$ cat config.mk
export PLATFORM = sky130hd
export DESIGN_NAME = vic_irq_scheduler
export DESIGN_NICKNAME = d
export VERILOG_FILES = /design/src/rtl/vic_irq_scheduler.sv
export SDC_FILE = /design/constraint.sdc
export NUM_CORES = 1
export LEC_CHECK = 0
export ABC_AREA = 0
export CORE_MARGIN = 2
export CORE_UTILIZATION = 40
export CTS_BUF_LIST = sky130_fd_sc_hd__clkbuf_8
export DETAILED_ROUTE_END_ITERATION = 8
export PLACE_DENSITY = 0.68
export SYNTH_ARGS = -nofsm -noshare
export SYNTH_HDL_FRONTEND = slang
export SYNTH_SLANG_ARGS = --single-unit
$ cat constraint.sdc
create_clock -name clk -period 82.2 [get_ports clk]
set_input_delay 24.66 -clock clk [delete_from_list [all_inputs] [get_ports clk]]
set_output_delay 24.66 -clock clk [all_outputs]
set_load 0.01 [all_outputs]
$ cat src/rtl/vic_irq_scheduler.sv
// vic_irq_scheduler: latches request edges and picks the highest-priority enabled source.
// It presents that source to the CPU and then sequences claim, service and end-of-interrupt.
module vic_irq_scheduler #(
    parameter int NUM_SRC   = 32,
    parameter int CFG_WIDTH = 4,
    parameter int VEC_WIDTH = 5
) (
    input  logic                         clk,
    input  logic                         rst,
    input  logic [NUM_SRC*CFG_WIDTH-1:0] i_cfg_buffer,
    input  logic [NUM_SRC-1:0]           i_irq_src,
    input  logic                         i_ack,
    input  logic                         i_eoi,
    output logic                         o_irq,
    output logic [VEC_WIDTH-1:0]         o_vector,
    output logic [2:0]                   o_prio,
    output logic                         o_busy,
    output logic [NUM_SRC-1:0]           o_pending
);
    typedef enum logic [1:0] {IDLE, ASSERT, SERVICE} state_t;
    state_t                 state_q, state_d;
    logic [NUM_SRC-1:0]     pending_q, pending_d, prev_q, en, elig, clr;
    logic [2:0]             prio [NUM_SRC];
    logic [VEC_WIDTH-1:0]   vector_q, vector_d, win_idx;
    logic [2:0]             prio_q, prio_d, win_prio;
    always_comb begin
        for (int i = 0; i < NUM_SRC; i++) begin
            en[i]   = i_cfg_buffer[CFG_WIDTH*i+CFG_WIDTH-1];
            prio[i] = i_cfg_buffer[CFG_WIDTH*i +: 3];
        end
        elig = pending_q & en;
    end
    // Scanning downward with >= leaves the lowest index among equal top priorities.
    always_comb begin
        win_idx  = '0;
        win_prio = '0;
        for (int i = NUM_SRC - 1; i >= 0; i--) begin
            if (elig[i] && prio[i] >= win_prio) begin
                win_idx  = VEC_WIDTH'(i);
                win_prio = prio[i];
            end
        end
    end
    always_comb begin
        state_d  = state_q;
        vector_d = vector_q;
        prio_d   = prio_q;
        clr      = '0;
        case (state_q)
            IDLE: begin
                if (|elig) begin
                    state_d  = ASSERT;
                    vector_d = win_idx;
                    prio_d   = win_prio;
                end
            end
            ASSERT: begin
                if (i_ack) begin
                    state_d       = SERVICE;
                    clr[vector_q] = 1'b1;
                end else if (!en[vector_q]) begin
                    state_d  = IDLE;
                    vector_d = '0;
                    prio_d   = '0;
                end else if (win_prio > prio_q) begin
                    vector_d = win_idx;
                    prio_d   = win_prio;
                end
            end
            SERVICE: begin
                if (i_eoi) begin
                    state_d  = IDLE;
                    vector_d = '0;
                    prio_d   = '0;
                end
            end
            default: begin
                state_d  = IDLE;
                vector_d = '0;
                prio_d   = '0;
            end
        endcase
        // A new edge wins over the claim clear on the same source.
        pending_d = (pending_q & ~clr) | (i_irq_src & ~prev_q);
    end
    always_ff @(posedge clk or negedge rst) begin
        if (!rst) begin
            state_q   <= IDLE;
            pending_q <= '0;
            prev_q    <= '0;
            vector_q  <= '0;
            prio_q    <= '0;
        end else begin
            state_q   <= state_d;
            pending_q <= pending_d;
            prev_q    <= i_irq_src;
            vector_q  <= vector_d;
            prio_q    <= prio_d;
        end
    end
    assign o_irq     = state_q == ASSERT;
    assign o_busy    = state_q == SERVICE;
    assign o_vector  = vector_q;
    assign o_prio    = prio_q;
    assign o_pending = pending_q;
endmodule

Yosys cells after proc, flatten, opt, wreduce, memory -nomap -nowiden
Index checks and enable logic that the tools add are counted.
{"block": "totals", "ff_bits": 74, "input_bits": 164, "out_inout_bits": 42, "word_cells": 177}
{"block": "classes", "n_bitwise": 6, "n_eq_ne": 7, "muxes": 87, "reduce_logical": 37, "n_lt_le_gt_ge": 35}
{"op": "5-bit two-way mux", "n": 37}
{"op": "3-bit two-way mux", "n": 37}
{"op": "32-bit AND", "n": 3}
{"op": "3-bit >= comparator", "n": 31}
{"op": "32-bit two-way mux", "n": 2}
{"op": "32-bit NOT", "n": 2}
{"op": "1-bit logical AND", "n": 33}
{"op": "32-bit bitwise OR", "n": 1}
{"op": "32-bit OR reduction", "n": 1}
{"op": "5-bit one-hot mux with 3 select lines", "n": 1}
{"op": "3-bit one-hot mux with 3 select lines", "n": 1}
{"op": "2-bit two-way mux", "n": 4}
{"op": "5-bit by 6-bit less-than comparator with 1-bit output, second input constant", "n": 1}
{"op": "2-bit != test, second input constant", "n": 3}
{"op": "2-bit one-hot mux with 3 select lines", "n": 1}
{"op": "1-bit binary-select mux with 5-bit select", "n": 1}
{"op": "1-bit demux with 5-bit select", "n": 1}
{"op": "5-bit by 1-bit >= comparator with 1-bit output, second input constant", "n": 1}
{"op": "4-bit AND reduction", "n": 1}
{"op": "3-bit by 1-bit >= comparator with 1-bit output, second input constant", "n": 1}
{"op": "3-bit > comparator", "n": 1}
{"op": "3-bit by 2-bit != test with 1-bit output, second input constant", "n": 1}
{"op": "3-bit != test, second input constant", "n": 1}
{"op": "3-bit AND reduction", "n": 1}
{"op": "4 further kinds", "n": 5}

Depth between registers and ports, before layout
Gate-level depths: netlist (run 1).
{"block": "logic_depth", "word_depth": 101, "mapped_depth": 215, "ltp_nobuf": 213}

Worst setup path before layout (run 1)
No wires, ideal clock.
{"block": "synth_path", "kind": "input-to-reg", "from": "input port i_cfg_buffer[126]", "to": "register vector_q[3], in the netlist o_vector[3]", "path_stages": 210, "path_slack_ps": 19014, "path_buffers": 2, "arrival_time_ps": 63118, "t_required_ps": 82133, "setup_ps": 67, "path_cell_list": "nand3_1 > ha_1 > nand2_1 > o21ai_4 > nand2_1 > o21ai_0 > ha_1 > o32ai_1 > nor3_1 > o21ai_0 > mux2_2 > ha_1 > nand2b_1 > nor2_1 > or3_1 > nor3b_1 > o21ai_1 > nand2_1 > [174 not listed] > a21o_1 > a21oi_1 > nor2_1 > nand2_1 > o21ai_0 > ha_1 > a21o_1 > a21oi_1 > a31oi_1 > nor2_1 > o21ai_0 > nand3_1 > a211oi_1 > nor2b_1 > and2_1 > inv_1 > nor2_1 > a32o_1"}
{"block": "synth_via", "elab_chain_len": 100}
{"element": "start, declared", "line_no": "10", "source": "input logic [NUM_SRC*CFG_WIDTH-1:0] i_cfg_buffer,"}
{"element": "branches (longest 100 deep; another with 3-bit by 1-bit >= comparator with 1-bit output)"}
{"element": "end signal, assigned", "line_no": "97", "source": "vector_q <= vector_d;"}
{"element": "end, declared", "line_no": "24", "source": "logic [VEC_WIDTH-1:0] vector_q, vector_d, win_idx;"}
Parallel ways; which one is timed is not known. The select of a mux whose other input is x is not followed.
A chain may end at the register's enable or synchronous reset.

Worst setup path after layout (run 1)
{"block": "layout_path", "from": "input port i_cfg_buffer[127]", "to": "register vector_q[3], in the netlist o_vector[3]"}
{"block": "layout_via", "elab_chain_len": 100}
{"element": "branches (longest 100 deep; another with 3-bit >= comparator)"}
Parallel ways; which one is timed is not known. The select of a mux whose other input is x is not followed.

==> flow_summary.json, run 1 <==
{
  "path_class": "primary input to register",
  "die_w_um": 142,
  "port_buffers": 205,
  "rr_endpoint": "o_vector[3]$_DFFE_PN0P_",
  "slowest_delay_ns": 0.61,
  "synth-edff-count": 0,
  "track_usage_pct": 26.3,
  "path_buf_inv": 7,
  "reg2reg_from": "o_pending[31]$_DFF_PN0_",
  "status": "completed",
  "io_pins": 206,
  "synth_nets": 1208,
  "setup.worst_path.end": "o_vector[3]$_DFFE_PN0P_",
  "stdcell_area_um2": 10100,
  "clk_pin_slew_ns": 0.08,
  "fin_crit_sh_pct": 84.2,
  "post_dp_cell_area_um2": 9890,
  "pwr_density_cell_nw_per_um2": 17.9,
  "rrSetupSlack_ns": 37.38,
  "setup_violations": 0,
  "ctsHoldBuffers": 0,
  "cts_inserted_buffers": 9,
  "synthArstFlopShare_pct": 100,
  "setup_tns_ns": 0,
  "yosysSeqAreaShare_pct": 24.4,
  "ys_ff_latch": 74,
  "syn-cell-area_um2": 7580,
  "worstSkewPairLatency_ns": 0.37,
  "cts_root_buf": "clkbuf_8",
  "vdd_ir_drop_max_uv": 19.0,
  "grt-ovfl-total": 0,
  "syn_to_final_growth_pct": 33.3,
  "drv_slew": 0,
  "power.leakage_nw": 4.34,
  "tightest_slew_ns": 0.943,
  "hpwl_um": 21800,
  "grt_pass1_wl_um": 41400,
  "critPathMaxFanout": 9,
  "max-clock-path-buffers": 2,
  "cts.sinks": 74,
  "drt_wl_total_um": 26900,
  "finClkSkew_ns": 0.0150,
  "path_delay_family": "compound AO/OA/AOI/OAI gates",
  "ant_nets": 0,
  "holdCritPathClass": "register to register",
  "cp_num_cells": 209,
  "clock.fmax_mhz": 14.4,
  "slew_headroom_pct": 37.1,
  "routabilityCongestion": 0.973,
  "drtPass1Iterations": 6,
  "dr.first_iter.drc_count": 570,
  "start_kind": "primary input",
  "endpoint_kind": "register",
  "ctsResizeCount": 0,
  "start_util_pct": 40.7,
  "nNetsFinal": 1411,
  "cp.arrival_ns": 69.52,
  "syn_avg_cell_area_um2": 7.57,
  "crit_start": "i_cfg_buffer[127]",
  "grt_max_degree": 75,
  "rsz0062_at_grt": "no",
  "wl_per_cell_um": 18.6,
  "yosys_warnings": 0,
  "core_area_um2": 18600,
  "fp-row-count": 50,
  "synthCells": 1002,
  "synth.distinct_cells": 84,
  "vias_per_cell": 5.86,
  "drc_errors": 0,
  "cts_tree": "yes",
  "die_h_um": 142,
  "die_area_um2": 20100,
  "grt_pass1_vias": 7908,
  "cts_setup_buffers": 0,
  "maxCapViolCount": 0,
  "vias": 8464,
  "final_hold_viol_count": 0,
  "slowest_stage": "a211oi_1",
  "n_antenna_cell": 0,
  "r2r_cells": 208,
  "drive_gt1_share_pct": 5.70,
  "synthFlopType": "dfrtp_1",
  "htreeDepth": 3,
  "fin_crit_ns": 69.22,
  "path_common_cell": "ha_1",
  "hold-path-cell-count": 1,
  "cp.required_ns": 82.50,
  "grt_antenna_before_repair": 0,
  "nFillCells": 1765
}
cells in the mapped netlist, types with 5 or more instances:
library cell	n	area, um^2
nand2_1	107	402
and2_1	23	144
or3_1	13	81.3
a221o_1	5	50.1
a21oi_1	53	265
dfrtp_1	74	1850
ha_1	42	526
nor2b_1	16	100
nor3_1	22	110
or2_2	9	56.3
mux2i_1	9	90.1
o22ai_1	10	62.6
mux4_2	8	180
o21ai_1	5	25.0
a211o_1	6	52.6
a22o_1	7	61.3
o21a_1	6	45.0
nor2_1	78	293
a21o_1	14	105
and3_1	19	119
a22oi_1	6	45.0
nor4_1	7	43.8
o21ai_0	104	521
mux2_2	7	78.8
nor3b_1	5	37.5
a211oi_1	13	97.6
o21bai_1	7	52.6
nand4_1	9	56.3
inv_1	93	349
maj3_1	8	80.1
clkbuf_1	13	48.8
nand3_1	42	210
o211ai_1	14	105
a31oi_1	11	68.8
nand3b_1	6	45.0
nand2b_1	37	231
final cells by class:
| type | instances | area [um^2] | area share [%] |
|---|---|---|---|
| well taps | 234 | 293 | 2.89 |
| flip-flops and latches | 74 | 1850 | 18.3 |
| repair buffers | 207 | 2060 | 20.4 |
| clock buffers | 10 | 138 | 1.36 |
| multi-input cells | 820 | 5330 | 52.7 |
| clock inverters | 6 | 90.1 | 0.891 |
| inverters | 93 | 349 | 3.45 |
how the worst min path moves through the flow:
stage / startpoint / endpoint
5_1_grt: prev_q[24]$_DFF_PN0_ / o_pending[24]$_DFF_PN0_
6_report: prev_q[31]$_DFF_PN0_ / o_pending[31]$_DFF_PN0_
3_5_place_dp: prev_q[26]$_DFF_PN0_ / o_pending[26]$_DFF_PN0_
2_1_floorplan: prev_q[0]$_DFF_PN0_ / o_pending[0]$_DFF_PN0_
4_1_cts: prev_q[10]$_DFF_PN0_ / o_pending[10]$_DFF_PN0_
3_3_place_gp: prev_q[16]$_DFF_PN0_ / o_pending[16]$_DFF_PN0_
flip-flops by register name (all words and copies together) (netlist names):
name,cells
state_q,2
o_vector,5
o_pending,32
o_prio,3
prev_q,32
power breakdown:
part	switching (mW)	leakage, nW	internal [mW]
registers	0.00451	0.786	0.0402
clock network	0.0148	0.112	0.0180
logic	0.0566	3.44	0.0473
total	0.0759	4.34	0.105
kinds of logic (layout without fill, tap and decap cells):
| group | Yosys count | count (layout) | synth area share [%] |
|---|---|---|---|
| AOI/OAI and AO/OA | 337 | 337 | 30.3 |
| adders and majority gates | 50 | 50 | 7.98 |
| buffers and inverters | 108 | 316 | 5.34 |
| DFF | 74 | 74 | 24.4 |
| muxes | 26 | 26 | 5.00 |
| and+or+nand+nor | 407 | 407 | 27.0 |
layer usage:
layer	vias to the layer above	wire, um	track usage [%]
li1	4116	-	-
met1	3956	12300	36.8
met2	358	12400	43.3
met3	34	1810	3.24
met4	0	447	6.63
met5	-	0	0
per-stage QoR:
stage | hold slack [ns] | cells | util (%) | setup slack, ns | total power [mW]
2_1_floorplan | 0.400 | 1002 | - | 19.01 | 0.111
3_3_place_gp | 0.402 | 1428 | 53.0 | 14.21 | 0.147
3_5_place_dp | 0.409 | 1428 | 53.0 | 13.31 | 0.148
4_1_cts | 0.417 | 1444 | 54.2 | 13.56 | 0.181
5_1_grt | 0.433 | 1444 | 54.2 | 9.50 | 0.195
6_report | 0.417 | 1444 | 54.2 | 12.98 | 0.181
cell usage in the layout, fill, tap and decap left out, types with 5 or more instances in the layout:
master             n
clkdlybuf4s50_1  204
nand2_1          107
o21ai_0          104
inv_1             93
nor2_1            78
dfrtp_1           74
a21oi_1           53
nand3_1           42
ha_1              42
nand2b_1          37
and2_1            23
nor3_1            22
and3_1            19
nor2b_1           16
a21o_1            14
o211ai_1          14
or3_1             13
a211oi_1          13
a31oi_1           11
o22ai_1           10
clkbuf_8          10
mux2i_1            9
or2_2              9
nand4_1            9
maj3_1             8
mux4_2             8
nor4_1             7
mux2_2             7
o21bai_1           7
a22o_1             7
a22oi_1            6
a211o_1            6
o21a_1             6
nand3b_1           6
nor3b_1            5
o21ai_1            5
a221o_1            5
(Power assumes the default switching activity.)
==> inputs of run 2 (changes only) <==
PLACE_DENSITY = 0.71   (was 0.68)
clock period = 60.3 ns   (was 82.2 ns; I/O delays follow)
==> run 2 against run 1 <==
Critical endpoint is now o_vector[4]$_DFFE_PN0P_. Critical path depth stayed put. Sequential power is 40% higher. Non-clock buffer count is 53 higher. Sequential share of layout area is 0.92 points lower. Global-route usage is 0.87 points lower. Sequential cell count stayed put. Power is 42% higher. Clock skew is 0.0050 ns lower. Utilization is 2.9 points higher. Combinational power is 53% higher. Register-to-register slack worse by 17 ns.
==> flow_summary.json, run 2 (same netlist as run 1, synthesis figures left out) <==
{
  "swShare_pct": 41.5,
  "worstSkewPairLatency_ns": 0.35,
  "fin_crit_ns": 57.85,
  "cts_tree": "yes",
  "finish.utilization_pct": 57.1,
  "hold_slack_ns": 0.412,
  "drv_slew": 0,
  "endpoint_kind": "register",
  "slowest_delay_ns": 0.48,
  "final_hold_viol_count": 0,
  "start_util_pct": 40.7,
  "cts_inserted_buffers": 9,
  "status": "completed",
  "n_antenna_cell": 0,
  "path_buf_inv": 8,
  "fin_ws_ns": 2.45,
  "nNetsFinal": 1464,
  "tightest_slew_ns": 0.942,
  "hpwl_um": 21400,
  "drc_errors": 0,
  "routabilityCongestion": 0.927,
  "die_h_um": 142,
  "switchingPower_mw": 0.107,
  "r2r_cells": 208,
  "pwr_density_cell_nw_per_um2": 24.2,
  "cts.sinks": 74,
  "io_pins": 206,
  "slowest_stage": "clkdlybuf4s50_1",
  "layout_commonest_cell": "clkdlybuf4s50_1",
  "holdCritPathClass": "register to register",
  "vias_per_cell": 5.77,
  "p_int_mw": 0.151,
  "cp.required_ns": 60.59,
  "start_kind": "primary input",
  "htreeDepth": 3,
  "clk_pin_slew_ns": 0.08,
  "setup_violations": 0,
  "finClkSkew_ns": 0.00998,
  "final_cell_mix": "clkdlybuf4s50_1 (203), nand2_1 (106), o21ai_0 (97), inv_1 (95), nor2_1 (77)",
  "max-clock-path-buffers": 2,
  "nFillCells": 1763,
  "vdd_ir_drop_max_uv": 18.9,
  "syn_to_final_growth_pct": 40.4,
  "drtPass1Iterations": 5,
  "path_delay_family": "compound AO/OA/AOI/OAI gates",
  "die_w_um": 142,
  "critPathMaxFanout": 6,
  "maxCapViolCount": 0,
  "cts_root_buf": "clkbuf_8",
  "dr.first_iter.drc_count": 617,
  "core_area_um2": 18600,
  "slew_headroom_pct": 37.2,
  "path_class": "primary input to register",
  "grt_pass1_wl_um": 40800,
  "path_common_cell": "ha_1",
  "fin_crit_sh_pct": 95.9,
  "clock_power_share_pct": 13.9,
  "grt_pass1_vias": 8049,
  "drt_wl_total_um": 26700,
  "dp_slack_ns": 0.407,
  "cp.arrival_ns": 58.14,
  "port_buffers": 205,
  "grt_antenna_before_repair": 0,
  "cp_num_cells": 209,
  "die_area_um2": 20100,
  "wl_per_cell_um": 17.8,
  "pwr-share-comb_pct": 61.8,
  "hold-path-cell-count": 1,
  "ant_nets": 0,
  "track_usage_pct": 25.4,
  "setup_tns_ns": 0,
  "seq_power_share_pct": 24.3,
  "grt-ovfl-total": 0,
  "ctsHoldBuffers": 0,
  "drive_gt1_share_pct": 12.4,
  "grt_max_degree": 75,
  "vias": 8634,
  "clock.fmax_mhz": 17.3,
  "power.leakage_nw": 4.64,
  "fp-row-count": 50
}
[run 2: changes by cell type in the layout (fill, tap and decap cells not counted), moves of 3 or more]
cell | previous run | this run
o21ai_2 | 0 | 5
buf_4 | 3 | 56
o21ai_0 | 104 | 97
a211oi_1 | 13 | 8
a211oi_2 | 3 | 8
nor2b_1 | 16 | 13
nor2b_2 | 1 | 4
[run 2: area by class of cell]
type | instances | area, um^2 | area share [%]
tap | 234 | 293 | 2.75
sequential | 74 | 1850 | 17.4
inverter | 93 | 349 | 3.28
timing repair buffer | 260 | 2460 | 23.1
multi-input combinational | 820 | 5510 | 51.7
clock buffer | 11 | 151 | 1.42
clock inverter | 5 | 30.0 | 0.282
[run 2: layer usage]
layer  share of wire [%]  up-vias  GRT usage, %
li1                    -     4221             -
met1                  45     4043          34.8
met2                  47      341          42.4
met3                 7.2       29          4.15
met4                 1.4        0          5.37
met5                   0        -             0
[run 2: metrics by stage]
stage / cell area (um^2) / power [mW] / std cells
after detailed placement: 10200 / 0.214 / 1469
after floorplan: 7580 / 0.151 / 1002
after CTS: 10400 / 0.250 / 1485
after global routing: 10600 / 0.278 / 1497
after global placement: 10200 / 0.211 / 1469
final: 10600 / 0.258 / 1497
[run 2: path summary, 6_finish.rpt]
kind,slack (ns),endpoint,start
worst max register to register,20.17,o_vector[4]$_DFFE_PN0P_,o_pending[31]$_DFF_PN0_
worst min-delay path,0.41,o_pending[8]$_DFF_PN0_,prev_q[8]$_DFF_PN0_
max in group asynchronous,41.81,o_pending[10]$_DFF_PN0_,rst
worst min register to register,0.41,o_pending[8]$_DFF_PN0_,prev_q[8]$_DFF_PN0_
worst max-delay path,2.45,o_vector[4]$_DFFE_PN0P_,i_cfg_buffer[125]
min in group asynchronous,17.86,prev_q[2]$_DFF_PN0_,rst
[run 2: repair_timing]
| item | in CTS | in global routing |
|---|---|---|
| buffers inserted | 0 | 12 |
| setup endpoints to repair | 0 | 8 |
| gates resized for setup | 0 | 50 |
[run 2: power groups by stage]
| stage | sequential, mW | clock, mW | combinational [mW] |
|---|---|---|---|
| after floorplan | 0.0608 | 0 | 0.0898 |
| after global placement | 0.0633 | 0 | 0.148 |
| after detailed placement | 0.0632 | 0 | 0.151 |
| after CTS | 0.0623 | 0.0365 | 0.151 |
| after global routing | 0.0633 | 0.0389 | 0.176 |
| final | 0.0626 | 0.0359 | 0.159 |
==> inputs of run 3 (changes only) <==
CORE_MARGIN = default   (was 2)
MAX_ROUTING_LAYER = met4   (was default)
SKIP_CTS_REPAIR_TIMING = 1   (was default)
==> run 3 against run 2 <==
Cell count decreased by 0.20%. Setup slack better by 0.16 ns. Fmax rose by 0.28%. Global-route usage is 2.6 points higher. Utilization grew 1.7 points. Register-to-register slack better by 0.17 ns. Critical path type unchanged. Critical endpoint unchanged. Wire length is 2.5% higher. Highest routed layer unchanged. First-iteration DRC count shrank 8.8%. Critical path depth fell by 1. Clock skew about the same. Via count rose by 0.98%. Power is 4.0% higher.
==> flow_summary.json, run 3 (same netlist as run 1, synthesis figures left out) <==
{
  "path_common_cell": "ha_1",
  "critPathMaxFanout": 7,
  "start_kind": "primary input",
  "whs_endpoint": "o_pending[29]$_DFF_PN0_",
  "finish.utilization_pct": 58.8,
  "die_w_um": 140,
  "post_dp_cell_area_um2": 10200,
  "fin_crit_sh_pct": 95.7,
  "nFillCells": 1676,
  "power.leakage_nw": 4.66,
  "seq_area_um2": 1850,
  "grt_max_degree": 75,
  "grt_pass1_vias": 8103,
  "grt_pass1_wl_um": 42200,
  "htreeDepth": 3,
  "final_cell_mix": "clkdlybuf4s50_1 (203), nand2_1 (106), o21ai_0 (97), inv_1 (93), nor2_1 (77)",
  "swShare_pct": 41.5,
  "max-clock-path-buffers": 2,
  "reg2reg_from": "o_pending[31]$_DFF_PN0_",
  "setup_tns_ns": 0,
  "final_hold_viol_count": 0,
  "multi_input_area_um2": 5560,
  "routabilityCongestion": 0.959,
  "n_antenna_cell": 0,
  "stdcell_area_um2": 10700,
  "die_h_um": 140,
  "path_class": "primary input to register",
  "io_pins": 206,
  "wl_per_cell_um": 18.3,
  "tightest_slew_ns": 0.936,
  "fin_crit_ns": 57.69,
  "power.total_mw": 0.268,
  "dr.first_iter.drc_count": 563,
  "hold-path-cell-count": 1,
  "wl_met3_um": 2200,
  "switchingPower_mw": 0.111,
  "slew_headroom_pct": 37.6,
  "nNetsFinal": 1466,
  "clock.fmax_mhz": 17.3,
  "layout_commonest_cell": "clkdlybuf4s50_1",
  "r2r_cells": 207,
  "rr_endpoint": "o_vector[4]$_DFFE_PN0P_",
  "vias_per_cell": 5.84,
  "grt-ovfl-total": 0,
  "drt_wl_total_um": 27300,
  "cts_root_buf": "clkbuf_8",
  "seq_power_share_pct": 22.7,
  "slowest_delay_ns": 0.51,
  "pwr_density_cell_nw_per_um2": 25.0,
  "cp.arrival_ns": 57.98,
  "setup_violations": 0,
  "port_buffers": 205,
  "ant_nets": 0,
  "dp_slack_ns": 0.280,
  "drtPass1Iterations": 5,
  "grt_antenna_before_repair": 0,
  "clock_power_share_pct": 15.6,
  "drc_errors": 0,
  "start_util_pct": 41.5,
  "drv_slew": 0,
  "track_usage_pct": 28.1,
  "cp.required_ns": 60.59,
  "holdCritPathClass": "register to register",
  "finClkSkew_ns": 0.0104,
  "status": "completed",
  "fin_ws_ns": 2.61,
  "p_int_mw": 0.157,
  "clk_pin_slew_ns": 0.09,
  "drt-met1-wl_um": 12200,
  "hpwl_um": 21600,
  "wl_met2_um": 12500,
  "drive_gt1_share_pct": 13.0,
  "syn_to_final_growth_pct": 41.6,
  "maxCapViolCount": 0,
  "cts_tree": "yes",
  "slowest_stage": "clkdlybuf4s50_1",
  "vdd_ir_drop_max_uv": 15.3,
  "pwr-share-comb_pct": 61.8,
  "vias": 8719,
  "core_area_um2": 18300,
  "fp-row-count": 49,
  "worstSkewPairLatency_ns": 0.35,
  "hp-start": "prev_q[29]$_DFF_PN0_",
  "cts.sinks": 74,
  "cts_inserted_buffers": 9,
  "rrSetupSlack_ns": 20.34,
  "endpoint_kind": "register",
  "path_delay_family": "compound AO/OA/AOI/OAI gates",
  "die_area_um2": 19500,
  "highest_layer": "met4",
  "path_buf_inv": 12
}
==> run 3: cell type report <==
| class | instances | area share, % |
|---|---|---|
| sequential | 74 | 17.2 |
| multi-input combinational | 820 | 51.8 |
| inverter | 93 | 3.25 |
| clock inverter | 6 | 0.687 |
| tap | 229 | 2.67 |
| clock buffer | 10 | 1.28 |
| timing repair buffer | 262 | 23.1 |
==> run 3: per-layer routing <==
metal | vias up | global-route usage, %
li1 | 4225 | -
met1 | 4076 | 37.9
met2 | 382 | 43.7
met3 | 36 | 4.54
met4 | 0 | 6.82
met5 | - | -
==> run 3: stage by stage <==
step / hold WS (ns) / instances
floorplan: 0.400 / 1002
finish: 0.416 / 1494
global placement: 0.402 / 1467
CTS: 0.418 / 1483
detailed placement: 0.406 / 1467
global route: 0.435 / 1494
==> run 3: power groups by stage <==
stage	registers (mW)	logic, mW	clock network, mW
after global placement	0.0613	0.151	0
after detailed placement	0.0614	0.153	0
after CTS	0.0605	0.154	0.0421
after floorplan	0.0608	0.0898	0
final	0.0608	0.166	0.0418
after global routing	0.0614	0.182	0.0440
==> run 3: how the worst max path moves through the flow <==
stage | from | end | cells after the start | slack [ns]
floorplan | i_cfg_buffer[126] | o_vector[3]$_DFFE_PN0P_ | 210 | 3.68
global placement | i_cfg_buffer[127] | o_vector[3]$_DFFE_PN0P_ | 209 | 1.20
detailed placement | i_cfg_buffer[127] | o_vector[3]$_DFFE_PN0P_ | 209 | 0.28
CTS | i_cfg_buffer[127] | o_vector[3]$_DFFE_PN0P_ | 209 | 0.52
global route | i_cfg_buffer[126] | o_vector[4]$_DFFE_PN0P_ | 208 | -0.17
finish | i_cfg_buffer[126] | o_vector[4]$_DFFE_PN0P_ | 208 | 2.61
==> run 3: worst reg2reg max path: cells and delay by family (launching register included) <==
family / cells / cell delay [ns]
AO/OA/AOI/OAI: 77 / 14.16
adder cells (fa/ha/maj): 38 / 10.48
AND/OR/NAND/NOR: 69 / 10.17
multiplexers: 12 / 3.54
buffers and inverters: 11 / 1.01
flip-flops: 1 / 0.50
